File: config.mk
export PLATFORM = sky130hd
export DESIGN_NAME = geofence_feeder
export DESIGN_NICKNAME = d
export VERILOG_FILES = /design/src/rtl/geofence_pkg.sv /design/src/rtl/geofence_scene_buf.sv /design/src/rtl/geofence_feeder.sv
export SDC_FILE = /design/constraint.sdc
export NUM_CORES = 1
export LEC_CHECK = 0
export CAP_MARGIN = 5
export CORE_UTILIZATION = 30
export DETAILED_ROUTE_END_ITERATION = 12
export HOLD_SLACK_MARGIN = 0.08
export PLACE_DENSITY_LB_ADDON = 0.12
export SLEW_MARGIN = 20
export SYNTH_ARGS = -nofsm -noshare
export SYNTH_HDL_FRONTEND = slang
export SYNTH_SLANG_ARGS = --single-unit
File: constraint.sdc
create_clock -name clk -period 25.6 [get_ports clk]
set_clock_uncertainty 0.05 [all_clocks]
set_input_delay 2.56 -clock clk [delete_from_list [all_inputs] [get_ports clk]]
set_output_delay 2.56 -clock clk [all_outputs]
set_load 0.02 [all_outputs]
File: src/rtl/geofence_pkg.sv
// Shared types for the geofence feeder: coordinate width, scene size,
// feeder state encoding and the stored point format.
package geofence_pkg;

  localparam int COORD_W = 10;
  localparam int NPTS    = 7;
  localparam int IDX_W   = 3;

  typedef enum logic [1:0] {
    IDLE,
    SEND,
    WAIT
  } feeder_state_e;

  typedef struct packed {
    logic [COORD_W-1:0] x;
    logic [COORD_W-1:0] y;
  } point_t;

endpackage

File: src/rtl/geofence_scene_buf.sv
// Two-bank ping-pong scene store: each bank holds one 7-point scene, is
// filled by the host side and freed by the streaming side via release.
module geofence_scene_buf
  import geofence_pkg::*;
(
  input  logic             clk,
  input  logic             reset,
  input  logic             wr_en,
  input  point_t           wr_pt,
  output logic             wr_ready,
  output logic             wr_last,
  output logic             wr_bank,
  input  logic             rd_bank,
  input  logic [IDX_W-1:0] rd_idx,
  output point_t           rd_pt,
  input  logic             rel_en,
  input  logic             rel_bank,
  output logic [1:0]       full
);

  point_t           mem_q [2][NPTS];
  point_t           mem_d [2][NPTS];
  logic [1:0]       full_q, full_d;
  logic             wbank_q, wbank_d;
  logic [IDX_W-1:0] wcnt_q, wcnt_d;
  logic             wr_fire;

  assign wr_ready = ~full_q[wbank_q];
  assign wr_fire  = wr_en && wr_ready;
  assign wr_last  = wr_fire && (wcnt_q == IDX_W'(NPTS - 1));
  assign wr_bank  = wbank_q;
  assign full     = full_q;
  assign rd_pt    = mem_q[rd_bank][rd_idx];

  // Release and completion never target the same bank in one cycle.
  always_comb begin
    mem_d   = mem_q;
    full_d  = full_q;
    wbank_d = wbank_q;
    wcnt_d  = wcnt_q;
    if (rel_en) begin
      full_d[rel_bank] = 1'b0;
    end
    if (wr_fire) begin
      mem_d[wbank_q][wcnt_q] = wr_pt;
      if (wr_last) begin
        full_d[wbank_q] = 1'b1;
        wbank_d         = ~wbank_q;
        wcnt_d          = '0;
      end else begin
        wcnt_d = wcnt_q + IDX_W'(1);
      end
    end
  end

  always_ff @(posedge clk or posedge reset) begin
    if (reset) begin
      for (int b = 0; b < 2; b++) begin
        for (int i = 0; i < NPTS; i++) begin
          mem_q[b][i] <= '0;
        end
      end
      full_q  <= '0;
      wbank_q <= 1'b0;
      wcnt_q  <= '0;
    end else begin
      mem_q   <= mem_d;
      full_q  <= full_d;
      wbank_q <= wbank_d;
      wcnt_q  <= wcnt_d;
    end
  end

endmodule

File: src/rtl/geofence_feeder.sv
// Streams buffered 7-point scenes into the geofence checker, owns its reset
// and returns tagged results. Optional WAIT timeout: GEOFENCE_FEEDER_TIMEOUT_EN.
module geofence_feeder
  import geofence_pkg::*;
#(
  parameter int TAG_W   = 4,
  parameter int TIMEOUT = 64
) (
  input  logic               clk,
  input  logic               reset,
  input  logic               ld_valid,
  output logic               ld_ready,
  input  logic [COORD_W-1:0] ld_x,
  input  logic [COORD_W-1:0] ld_y,
  output logic               geo_reset,
  output logic [COORD_W-1:0] X,
  output logic [COORD_W-1:0] Y,
  input  logic               valid,
  input  logic               is_inside,
  output logic               res_valid,
  output logic               res_inside,
  output logic [TAG_W-1:0]   res_tag,
  output logic               res_err,
  output logic               spur_err
);

  feeder_state_e    state_q, state_d;
  logic             rbank_q, rbank_d;
  logic [IDX_W-1:0] scnt_q, scnt_d;
  logic [TAG_W-1:0] tag_q, tag_d;
  logic             geo_reset_q, geo_reset_d;
  point_t           pt_q, pt_d;
  logic             res_valid_q, res_valid_d;
  logic             res_inside_q, res_inside_d;
  logic [TAG_W-1:0] res_tag_q, res_tag_d;
  logic             spur_q, spur_d;

  point_t           ld_pt, rd_pt;
  logic             wr_ready, wr_last, wr_bank;
  logic             rd_bank, rel_en, other_full;
  logic [IDX_W-1:0] rd_idx;
  logic [1:0]       full;

`ifdef GEOFENCE_FEEDER_TIMEOUT_EN
  localparam int TMR_W = $clog2(TIMEOUT + 1);
  logic [TMR_W-1:0] tmr_q, tmr_d;
  logic             res_err_q, res_err_d;
  assign res_err = res_err_q;
`else
  logic unused_timeout;
  assign unused_timeout = (TIMEOUT > 0);
  assign res_err        = 1'b0;
`endif

  assign ld_pt    = '{x: ld_x, y: ld_y};
  assign ld_ready = wr_ready;

  geofence_scene_buf u_buf (
    .clk      (clk),
    .reset    (reset),
    .wr_en    (ld_valid),
    .wr_pt    (ld_pt),
    .wr_ready (wr_ready),
    .wr_last  (wr_last),
    .wr_bank  (wr_bank),
    .rd_bank  (rd_bank),
    .rd_idx   (rd_idx),
    .rd_pt    (rd_pt),
    .rel_en   (rel_en),
    .rel_bank (rbank_q),
    .full     (full)
  );

  // A scene finishing loading this very cycle counts as ready for back-to-back.
  assign other_full = full[~rbank_q] || (wr_last && (wr_bank == ~rbank_q));
  assign rd_bank    = (state_q == WAIT) ? ~rbank_q : rbank_q;
  assign rd_idx     = (state_q == SEND) ? scnt_q : '0;

  always_comb begin
    state_d      = state_q;
    rbank_d      = rbank_q;
    scnt_d       = scnt_q;
    tag_d        = tag_q;
    geo_reset_d  = geo_reset_q;
    pt_d         = pt_q;
    res_valid_d  = 1'b0;
    res_inside_d = res_inside_q;
    res_tag_d    = res_tag_q;
    spur_d       = spur_q;
    rel_en       = 1'b0;
`ifdef GEOFENCE_FEEDER_TIMEOUT_EN
    tmr_d        = tmr_q;
    res_err_d    = res_err_q;
`endif
    case (state_q)
      IDLE: begin
        geo_reset_d = 1'b1;
        if (valid) spur_d = 1'b1;
        if (full[rbank_q]) begin
          state_d     = SEND;
          geo_reset_d = 1'b0;
          pt_d        = rd_pt;
          scnt_d      = IDX_W'(1);
        end
      end
      SEND: begin
        if (valid) spur_d = 1'b1;
        pt_d = rd_pt;
        if (scnt_q == IDX_W'(NPTS - 1)) begin
          state_d = WAIT;
`ifdef GEOFENCE_FEEDER_TIMEOUT_EN
          tmr_d   = '0;
`endif
        end else begin
          scnt_d = scnt_q + IDX_W'(1);
        end
      end
      WAIT: begin
        if (valid) begin
          res_valid_d  = 1'b1;
          res_inside_d = is_inside;
          res_tag_d    = tag_q;
          rel_en       = 1'b1;
          rbank_d      = ~rbank_q;
          tag_d        = tag_q + TAG_W'(1);
`ifdef GEOFENCE_FEEDER_TIMEOUT_EN
          res_err_d    = 1'b0;
`endif
          if (other_full) begin
            state_d = SEND;
            pt_d    = rd_pt;
            scnt_d  = IDX_W'(1);
          end else begin
            state_d     = IDLE;
            geo_reset_d = 1'b1;
          end
        end
`ifdef GEOFENCE_FEEDER_TIMEOUT_EN
        // Timeout always passes through IDLE so the checker sees a reset pulse.
        else if (tmr_q == TMR_W'(TIMEOUT - 1)) begin
          res_valid_d  = 1'b1;
          res_inside_d = 1'b0;
          res_err_d    = 1'b1;
          res_tag_d    = tag_q;
          rel_en       = 1'b1;
          rbank_d      = ~rbank_q;
          tag_d        = tag_q + TAG_W'(1);
          state_d      = IDLE;
          geo_reset_d  = 1'b1;
        end else begin
          tmr_d = tmr_q + TMR_W'(1);
        end
`endif
      end
      default: state_d = IDLE;
    endcase
  end

  always_ff @(posedge clk or posedge reset) begin
    if (reset) begin
      state_q      <= IDLE;
      rbank_q      <= 1'b0;
      scnt_q       <= '0;
      tag_q        <= '0;
      geo_reset_q  <= 1'b1;
      pt_q         <= '0;
      res_valid_q  <= 1'b0;
      res_inside_q <= 1'b0;
      res_tag_q    <= '0;
      spur_q       <= 1'b0;
`ifdef GEOFENCE_FEEDER_TIMEOUT_EN
      tmr_q        <= '0;
      res_err_q    <= 1'b0;
`endif
    end else begin
      state_q      <= state_d;
      rbank_q      <= rbank_d;
      scnt_q       <= scnt_d;
      tag_q        <= tag_d;
      geo_reset_q  <= geo_reset_d;
      pt_q         <= pt_d;
      res_valid_q  <= res_valid_d;
      res_inside_q <= res_inside_d;
      res_tag_q    <= res_tag_d;
      spur_q       <= spur_d;
`ifdef GEOFENCE_FEEDER_TIMEOUT_EN
      tmr_q        <= tmr_d;
      res_err_q    <= res_err_d;
`endif
    end
  end

  assign geo_reset  = geo_reset_q;
  assign X          = pt_q.x;
  assign Y          = pt_q.y;
  assign res_valid  = res_valid_q;
  assign res_inside = res_inside_q;
  assign res_tag    = res_tag_q;
  assign spur_err   = spur_q;

endmodule

# After elaboration in Yosys (flattened, before gate mapping)
# Index checks and enable logic that the tools add are counted.
# totals
inputBits	25
wordCells	143
register_bits	324
output_inout_bits	30
# classes
n_mux	47
bitwise_logic	10
add_sub_neg	3
reduce_logical	19
n_lt_le_gt_ge	11
eq_ne	11
# ops
operator	n
2-to-1 mux 140 bit	4
bitwise mux 280 bit	1
demux 140 bit (select 1 bit)	1
2-to-1 mux 20 bit	6
binary-select mux 20 bit (select 3 bit)	1
demux 20 bit (select 3 bit)	1
one-hot mux 20 bit (3 select lines)	1
2-to-1 mux 3 bit	6
2-to-1 mux 1 bit	15
2-to-1 mux 2 bit	6
!= test 2 bit, second input constant	5
one-hot mux 3 bit (3 select lines)	1
>= comparator 4 bit, second input constant	2
inverter 3 -> 4 bit	2
logical AND 1 bit	7
adder 3 x 1 -> 3 bit, second input constant	2
equality test 3 bit, second input constant	2
< comparator 1 x 2 -> 1 bit, second input constant	3
one-hot mux 2 bit (3 select lines)	1
AND reduction 2 bit	3
AND reduction 3 bit	2
AND reduction 5 bit	1
adder 4 x 1 -> 4 bit, second input constant	1
>= comparator 2 bit, second input constant	2
20 further kinds	25

# Depth between registers and ports, before layout
# logic_depth
word_depth	12
ltp_mapped	9
depth_no_buf	7

# Cells and area by module
# From an unflattened synthesis, not the netlist that was laid out.
# hier_totals
cells_unflattened	977
hier_area_um2	14657.8
# by_module_without_submodules
module	cells_each	area_per_inst_um2	instances	seq_area_each_um2
geofence_scene_buf	848	12986.2	1	7156.9
geofence_feeder	129	1671.6	1	952.2

# Least setup slack after synthesis
# No wires, ideal clock.
# synth_path
path_kind	in2reg
from	in ld_valid
to	reg u_buf.mem_q[160] (netlist bit)
n_path_buf	1
stages	4
t_required_ns	25.425
setup_slack_ns	21.708
arrival_ns	3.717
setup_time_ns	0.125
cell_sequence	nor4b_1 > and3_1 > buf_2 > mux2_2
# synth_between
elab_chain_len	1
# synth_rtl
item	line_no	source
from (decl)	geofence_feeder.sv:11	input logic ld_valid,
logical AND 1 bit	geofence_scene_buf.sv:29	assign wr_fire = wr_en && wr_ready;
to (signal assigned)	geofence_scene_buf.sv:67	mem_q <= mem_d;
to (decl)	geofence_scene_buf.sv:21	point_t mem_q [2][NPTS];
# Every way passes these cells.
# A chain may end at the register's enable or synchronous reset.

# Final worst setup path
# layout_path
from	in ld_valid
to	reg u_buf.mem_q[168] (netlist bit)
# Same word-level chain as after synthesis.

==> impl_metrics.tcl <==
set metrics [dict create \
    outcome "complete, no violations" \
    drt_pass1_iterations 5 \
    syn_nets 1154 \
    synth_top_area_cell "dfrtp_1" \
    drc 0 \
    root_buffer "clkbuf_16" \
    cts_sinks 324 \
    grt_remaining_overflow 0 \
    floorplan.initialDensity_pct 30.5 \
    dp.final_hpwl_um 23600 \
    htreeDepth 2 \
    hold_path_end "spur_err" \
    required_ps 25950 \
    grt_max_degree 150 \
    grt_pass1_wl_um 64600 \
    crit_family "simple AND/OR/NAND/NOR gates" \
    die_area_mm2 0.0509 \
    cts_tree "built" \
    postCtsSetupBuffers 0 \
    min_from "spur_err" \
    tns_ps 0 \
    grt_pass1_vias 9575 \
    synth_edf_count 0 \
    first_iter_violations 563 \
    slew_viol_final 0 \
    die_y_um 226 \
    min_period_over_period_pct 18.5 \
    critPathCaptureType "flop" \
    synth_area_leaders "dfrtp_1, mux2_2, mux4_2, mux2i_1, nand2_1" \
    ys_types 59 \
    setup_violations 0 \
    syn_area_mm2 0.0150 \
    min_path_type "reg2reg" \
    worstSetupPathType "in2reg" \
    synth_cells 1124 \
    cp.arrival_ps 5100 \
    cp_num_buf_inv 2 \
    power.density_mw_per_mm2 131 \
    wl_per_cell_um 23.1 \
    grt_antenna_before_repair 0 \
    synth.avg_cell_area_um2 13.3 \
    max_slew_margin_pct 30.1 \
    ant_nets 0 \
    reg2reg_slack_ps 22460 \
    tightest_slew_ps 1050 \
    clkTransAtPathRegs_ps 60 \
    numPortBuffers 53 \
    num-fill-cells 4794 \
    yosysTopAreaCellShare_pct 53.9 \
    cts_max_path_buffers 3 \
    hold_viol_final 0 \
    path_cells "clkdlybuf4s50_1 > nor4b_1 > and3_1 > buf_4 > mux2_2" \
    rows 81 \
    drive_gt1_share_pct 37.3 \
    r2r_cells 6 \
    cts_hold_buf 0 \
    grt_usage_pct 17.3 \
    critPathSlowestCell "nor4b_1" \
    io_pins 55 \
    syn2layout_area_growth_pct 15.4 \
    cap_violations 0 \
    fin_util_pct 35.2 \
    r2r_start "rbank_q" \
    drt_wl_total_um 42300 \
    max_stage_delay_ps 640 \
    hold_depth 1 \
    r2r_end "Y[5]" \
    fp.dieW_um 226 \
    finalNetCount 1169 \
    ys_ff_latch 324 \
    cts_buffers 39 \
    cp-start-kind "primary input" \
    ys_warn_count 0 \
    grt_setup_unrepaired "no" \
    leakage_nw 7.56 \
    avgViaCountPerCell 5.07 \
    clock_latency_ps 530 \
    num_vias 9276 \
    clock.fmax_mhz 211 \
    ys.flop_type "dfrtp_1" \
    vdd_ir_drop_max_mv 0.0663 \
    core_mm2 0.0492 \
    routabilityCongestion 0.718 \
    worstPathMaxFanout 13 \
    async_flop_share_pct 100 \
    postCtsResizedCells 0 \
    fin_crit_ps 4750 \
    ys_seq_area_share_pct 54.1 \
]
-- power breakdown --
part | switching [mW] | internal, mW
Combinational | 0.438 | 0.426
Sequential | 0.135 | 0.737
Clock | 0.212 | 0.323
Total | 0.785 | 1.49
-- cell type report --
type	instances	area, µm²	share of cell area [%]
Antenna cell	1	2.50	0.0145
Clock buffer	61	1170	6.77
Clock inverter	7	60.1	0.347
Inverter	11	51.3	0.296
Multi-Input combinational cell	694	6410	37.1
Sequential cell	324	8110	46.9
Tap cell	664	831	4.80
Timing Repair Buffer	69	663	3.83
-- state kept, by name (all words and copies together), names as in the netlist --
name / count
X: 10
Y: 10
geo_reset: 1
rbank_q: 1
res_inside: 1
res_tag: 4
res_valid: 1
scnt_q: 3
spur_err: 1
state_q: 2
tag_q: 4
u_buf.full: 2
u_buf.mem_q: 280
u_buf.wcnt_q: 3
u_buf.wr_bank: 1
-- worst max-delay path by stage --
stage	startpoint	endpoint	slack (ps)	cells past startpoint
6_report	ld_valid	u_buf.mem_q[168]	20850	5
5_1_grt	ld_valid	u_buf.mem_q[168]	20740	5
4_1_cts	ld_valid	u_buf.mem_q[167]	20920	5
3_5_place_dp	ld_valid	u_buf.mem_q[168]	20350	5
3_3_place_gp	ld_valid	u_buf.mem_q[164]	20400	5
2_1_floorplan	reset	X[0]	14020	1
-- cell usage after synthesis (12+ instances only) --
library cell  instances
and3_1               12
mux2_4               15
o21ai_0              58
a21oi_1              24
buf_2                22
nand2_1              79
clkbuf_1             59
nand3_1              19
dfrtp_1             323
nor2_1               17
a221oi_1             13
mux2i_1              32
o31ai_1              20
mux2_2              296
mux4_2               20
-- routing by layer --
layer / vias to the layer above / share of wire (%) / global-route usage [%]
met3: 65 / 2.9 / 2.35
met1: 4944 / 49 / 24.5
met4: 0 / 2.5 / 5.07
met5: - / 0 / 0
met2: 147 / 46 / 27.2
li1: 4120 / - / -
-- through the flow --
stage / hold slack [ps] / instances / worst slack, ps / area, µm² / power [mW]
floorplan: 395 / 1124 / 14020 / 15000 / 1.49
global placement: 403 / 1762 / 20400 / 16100 / 1.74
detailed placement: 408 / 1762 / 20350 / 16100 / 1.75
CTS: 420 / 1830 / 20920 / 17300 / 2.30
global route: 433 / 1830 / 20740 / 17300 / 2.42
finish: 412 / 1831 / 20850 / 17300 / 2.27
-- cells in the final DEF, fill, tap and decap left out, types with 3 or more instances in the layout --
master and instances:
clkbuf_8 7, a221oi_1 13, inv_1 9, nand2_2 7, a22oi_1 9, mux2_1 7, clkdlybuf4s50_1 53, and2_1 4
nand3_1 19, mux4_2 20, a211oi_1 10, buf_4 15, and3_1 10, nor2_1 16, nor2b_1 4, clkbuf_16 41
dfrtp_1 322, a21oi_1 24, a221oi_2 5, nand2b_1 3, o21ai_0 57, clkinv_2 6, clkbuf_1 13, nand2_1 73
mux2i_1 32, o31ai_1 20, ha_1 5, mux2_2 296, xnor2_1 4, mux2_4 15
-- logic make-up (layout without fill, tap and decap cells) --
| family | after synthesis | after routing | synth area share, % |
|---|---|---|---|
| AND/OR/NAND/NOR | 155 | 155 | 5.02 |
| multiplexers | 370 | 370 | 29.4 |
| flip-flops | 324 | 324 | 54.1 |
| adder cells (fa/ha/maj) | 5 | 5 | 0.417 |
| XOR/XNOR | 6 | 6 | 0.601 |
| AO/OA/AOI/OAI | 157 | 157 | 7.03 |
| other | 1 | 2 | 0.0250 |
| buffers and inverters | 106 | 148 | 3.43 |
Power figures use the tool's default switching activity.
